## src/rtl/int_ctrl_mo.sv

```systemverilog
// int_ctrl_mo: sticky interrupt status with edge/level capture, routed
// through per-pin masks to NOUT independent pulse/level interrupt pins.
module int_ctrl_mo #(
    parameter int NW         = 16,
    parameter int NOUT       = 2,
    parameter int WW         = 11,
    parameter int RST_SRC_EN = 1,
    localparam int IDW       = $clog2(NW)
) (
    input  logic                 clk_32k,
    input  logic                 rst,
    input  logic [NW-1:0]        src_in,
    input  logic [NW-1:0]        rg_src_level,
    input  logic [NW-1:0]        rg_int_clr,
    input  logic [NOUT*NW-1:0]   rg_int_enable,
    input  logic [NOUT-1:0]      rg_out_low_en,
    input  logic [NOUT-1:0]      rg_out_level_en,
    input  logic [NOUT*WW-1:0]   rg_out_width,
    input  logic [NOUT*WW-1:0]   rg_out_cold,
    output logic [NW-1:0]        int_status,
    output logic [NOUT*IDW-1:0]  int_src_id,
    output logic [NOUT-1:0]      int_out
);

    typedef enum logic [1:0] {S_IDLE, S_ASSERT, S_COLD} st_t;

    logic [NW-1:0] r_status;
    logic [NW-1:0] r_src_d1;
    logic          r_por;
    logic [NW-1:0] w_set;

    always_comb begin
        w_set = (rg_src_level & src_in) | (~rg_src_level & src_in & ~r_src_d1);
        if (RST_SRC_EN != 0) w_set[0] = w_set[0] | r_por;
    end

    // r_por is held set through reset so the first edge after release
    // raises status[0] as a power-on event.
    always_ff @(posedge clk_32k or posedge rst) begin
        if (rst) begin
            r_status <= '0;
            r_src_d1 <= '0;
            r_por    <= 1'b1;
        end else begin
            r_status <= (r_status & ~rg_int_clr) | w_set;
            r_src_d1 <= src_in;
            r_por    <= 1'b0;
        end
    end

    assign int_status = r_status;

    for (genvar o = 0; o < NOUT; o++) begin : g_out
        st_t             r_state;
        st_t             w_nxt;
        logic [WW-1:0]   r_cnt;
        logic            r_mode;
        logic [IDW-1:0]  r_id;
        logic [IDW-1:0]  w_low;
        logic [NW-1:0]   w_hit;
        logic            w_on;
        logic            w_act;
        logic [WW-1:0]   w_width;
        logic [WW-1:0]   w_cold;
        logic [WW-1:0]   w_wm1;
        logic [WW-1:0]   w_cm1;

        assign w_hit   = r_status & rg_int_enable[o*NW +: NW];
        assign w_on    = |w_hit;
        assign w_width = rg_out_width[o*WW +: WW];
        assign w_cold  = rg_out_cold[o*WW +: WW];
        assign w_wm1   = (w_width == '0) ? '0 : w_width - 1'b1;
        assign w_cm1   = (w_cold == '0) ? '0 : w_cold - 1'b1;

        always_comb begin
            w_low = '0;
            for (int i = NW - 1; i >= 0; i--) begin
                if (w_hit[i]) w_low = IDW'(i);
            end
        end

        always_ff @(posedge clk_32k or posedge rst) begin
            if (rst) begin
                r_state <= S_IDLE;
                r_cnt   <= '0;
                r_mode  <= 1'b0;
                r_id    <= '0;
            end else begin
                r_state <= w_nxt;
                if (r_state == S_IDLE && w_nxt == S_ASSERT) begin
                    r_cnt  <= w_wm1;
                    r_mode <= rg_out_level_en[o];
                    r_id   <= w_low;
                end else if (r_state == S_ASSERT && w_nxt == S_COLD) begin
                    r_cnt <= w_cm1;
                end else if (r_cnt != '0) begin
                    r_cnt <= r_cnt - 1'b1;
                end
            end
        end

        always_comb begin
            w_nxt = r_state;
            unique case (r_state)
                S_IDLE:   if (w_on) w_nxt = S_ASSERT;
                S_ASSERT: if (r_mode ? !w_on : (r_cnt == '0)) w_nxt = S_COLD;
                S_COLD:   if (r_cnt == '0) w_nxt = S_IDLE;
                default:  w_nxt = S_IDLE;
            endcase
        end

        always_comb begin
            w_act = (r_state == S_ASSERT);
        end

        assign int_out[o]                = w_act ^ rg_out_low_en[o];
        assign int_src_id[o*IDW +: IDW]  = r_id;
    end

endmodule

```

## config.mk

```make
export PLATFORM = sky130hd
export DESIGN_NAME = int_ctrl_mo
export DESIGN_NICKNAME = d
export VERILOG_FILES = /design/src/rtl/int_ctrl_mo.sv
export SDC_FILE = /design/constraint.sdc
export NUM_CORES = 1
export LEC_CHECK = 0
export ABC_AREA = 1
export CAP_MARGIN = 40
export CORE_MARGIN = 1
export CORE_UTILIZATION = 42
export CTS_BUF_LIST = sky130_fd_sc_hd__clkbuf_16
export DETAILED_ROUTE_END_ITERATION = 8
export PLACE_DENSITY_LB_ADDON = 0.08
export SYNTH_ARGS = -nofsm -noshare
export SYNTH_HDL_FRONTEND = slang
export SYNTH_SLANG_ARGS = --single-unit
```

## constraint.sdc

```tcl
create_clock -name clk_32k -period 2 [get_ports clk_32k]
set_clock_uncertainty 0.05 [all_clocks]
set_input_delay 0.4 -clock clk_32k [delete_from_list [all_inputs] [get_ports clk_32k]]
set_output_delay 0.4 -clock clk_32k [all_outputs]
set_load 0.02 [all_outputs]
```

==> impl_results.md <==
- Final GP Congestion: 0.899
- Fin area: 0.00795 mm²
- Commonest non-fill, non-tap cell in the layout: nand2_1
- EDFF count, synth: 0
- Lkg Pwr: 4.03 nW
- CP peak stage delay: 0.38 ns
- Met1 GRT Util: 0.304
- Unrepaired setup endpoints after global routing: yes
- Half-perimeter wire length after placement: 11.4 mm
- Starting Density: 0.437
- Hold slack: 0.360 ns
- Max IR drop VDD: 0.557 mV
- Share of layout cells above drive strength 1: 0.269
- Max-slew violation count: 0
- Startpoint types: flop
- Clock-pin slew on the worst setup and hold paths: 0.06 ns
- Met3 Use GR: 0.0417
- Total track usage: 0.265
- Vias: 5417
- Final worst-path cycle share: 1.01
- Placed insts: 1047
- CTS tree: built
- Critical Path, Cell by Cell: inv_2, ha_4, inv_2, nor2_4, nand4_4, nor2_4, nand3_4, o21ai_4, nand2_4, buf_12, a21oi_1, o21ai_1, nand2_1, inv_1
- Met2 usage: 0.474
- Setup_tns: -0.0258 ns
- Buf+Inv Stages, Crit Path: 4
- Core area: 0.0104 mm²
- Syn Inst Count: 657
- Fmax: 496 MHz
- Synth Flop Type: dfrtp_1
- Worst r2r path cells: 14
- Die outline height: 106 µm
- Largest family of logic cells by synthesized area: simple AND/OR/NAND/NOR gates
- Synth Area in Simple Gates: 0.308
- Failing checks: setup timing
- Seq/Total Area, Yosys: 0.379
- Number of global-route vias before repair: 5336
- Routed len/inst: 14.2 µm
- Cts bufs inserted: 9
- GR peak layer: met2
- Critical Path RT: 2.17 ns
- Initial antenna violation count: 2
- First-pass GRT wire length: 23.5 mm
- MaxCap Viol Count: 0
- Drt first pass iters: 4
- CP Depth: 14
- Run status: complete, but fails checks
- Ys async rst share: 1.00
- Post-synthesis adder-cell area fraction: 0.0165
- Pin count of the biggest net entering global routing: 46
- P&R area growth vs syn: 74.4%
- Multiplexer share of the synthesized area: 0
- #FFs+latches synth: 69
- Ports: 156
- Max clock buf depth: 2
- Setup violations, final: 2
- CP endpoint kind: flop
- Synth warn: 0
- Commonest non-fill, non-tap cells in the layout: nand2_1 (157), clkdlybuf4s50_1 (132), buf_4 (117), inv_1 (83), dfrtp_1 (67)
- Compound-cell area share of the yosys netlist: 0.127
- Final hold viol count: 0
- Number of routed nets with antenna violations: 0
- Hold depth: 4
- WP data arrival: 2.19 ns
- Cell at the slowest stage of the critical path: dfrtp_1
- Final min period: 2.02 ns
- Die width: 106 µm
- Post-synthesis xor/xnor area fraction: 0.0730
- Hold buffers post-CTS: 0
- Site row count: 37
- Post-DP Area: 0.00708 mm²
- Die area: 0.0113 mm²
- Crit-path max FO: 11
- Root buf cell: clkbuf_16
- Number of distinct library cells after synthesis: 43
- Pwr dens: 876 mW/mm²
- Clk sinks: 69
- Port bufs: 155
- H-tree depth: 3
- WS Path Type: flop to flop
- Hold Path Class: input port to flop
- Final nets: 1082
- Clock Latency Late Sink: 0.34 ns
- Pre-CTS setup slack: -0.359 ns
- Reg2Reg Setup Slack: -0.02 ns
- Non-filler cells, final: 1089
- Synth Cell Area: 0.00456 mm²
- Syn Area/Cell: 6.94 µm²
- # DRC: 0
- Via density: 4.97
- CP top delay family: simple AND/OR/NAND/NOR gates
- Total nets after synthesis: 793
- DRT iter0 DRCs: 241
- Total gr overflow: 0
- DRT Wirelength: 15.5 mm
- Worst setup margin: -0.0175 ns
[state kept, by name (all words and copies together) (netlist names)]
register,flops
g_out.r_cnt,22
int_status,16
r_src_d1,16
g_out.r_id,8
g_out.r_state,4
g_out.r_mode,2
r_por,1
[worst paths after layout]
kind / from / end
min: rg_int_enable[0] / g_out[0].r_id[0]$_DFFE_PP0N_
max reg2reg: g_out[0].r_cnt[1]$_DFFE_PP0P_ / g_out[0].r_cnt[5]$_DFFE_PP0P_
max in group asynchronous: rst / int_status[7]$_DFF_PP0_
min reg2reg: g_out[0].r_id[0]$_DFFE_PP0N_ / g_out[0].r_id[0]$_DFFE_PP0N_
max: g_out[0].r_cnt[1]$_DFFE_PP0P_ / g_out[0].r_cnt[5]$_DFFE_PP0P_
min in group asynchronous: rst / int_status[14]$_DFF_PP0_
[worst reg2reg max path: cells and delay by family, from the launching register on]
family | cells | cell delay (ns)
buffers and inverters | 4 | 0.33
AO/OA/AOI/OAI | 3 | 0.37
AND/OR/NAND/NOR | 6 | 0.65
adder cells (fa/ha/maj) | 1 | 0.13
flip-flops | 1 | 0.38
[report_power, final]
| part | switching (mW) | internal (mW) |
|---|---|---|
| Sequential | 0.288 | 1.78 |
| Combinational | 1.78 | 1.66 |
| Clock | 0.620 | 0.831 |
[stage by stage]
step | power, mW | utilization
6_report | 6.96 | 0.763
3_5_place_dp | 4.92 | 0.680
2_1_floorplan | 3.71 | -
4_1_cts | 6.50 | 0.713
3_3_place_gp | 4.82 | 0.680
5_1_grt | 7.43 | 0.763
[routing by layer]
metal,wire length [µm],vias to the layer above
met5,0,-
li1,-,2661
met4,596,0
met2,8100,158
met1,6200,2544
met3,609,54
[Yosys cell counts, types with 9 or more instances]
| cell type | number | area, µm² |
|---|---|---|
| nand2_1 | 185 | 694 |
| inv_1 | 92 | 345 |
| dfrtp_1 | 68 | 1700 |
| nor2_1 | 63 | 236 |
| o21ai_0 | 42 | 210 |
| nand3_1 | 34 | 170 |
| a21oi_1 | 33 | 165 |
| xor2_1 | 29 | 254 |
| o21ai_1 | 17 | 85.1 |
| inv_2 | 14 | 52.6 |
| nand4_1 | 10 | 62.6 |
| nor3_1 | 9 | 45.0 |
| xnor2_1 | 9 | 78.8 |
[kinds of logic (layout without fill, tap and decap cells)]
group	count (synthesis)	count (layout)
AOI/OAI and AO/OA	107	107
adders and majority gates	6	6
and+or+nand+nor	323	323
other	1	3
buffers and inverters	113	407
xor gates and xnor gates	38	38
DFF	69	69
[timing repair]
| action | 4_1_cts | 5_1_grt |
|---|---|---|
| gates cloned | 0 | 1 |
| setup endpoints to repair | 12 | 26 |
| pin swaps | 8 | 47 |
| setup buffers | 5 | 18 |
| resized for setup | 14 | 118 |
[cell type report]
class	count	area [µm²]
clock buffer	9	225
tap	136	170
antenna	2	5.00
fill	789	2470
sequential	69	1730
clock inverter	7	42.5
multi-input combinational	475	2730
timing repair buffer	283	2620
timing repair inverter	1	7.51
inverter	107	413
Note: power is estimated with default switching activity, not from simulation.
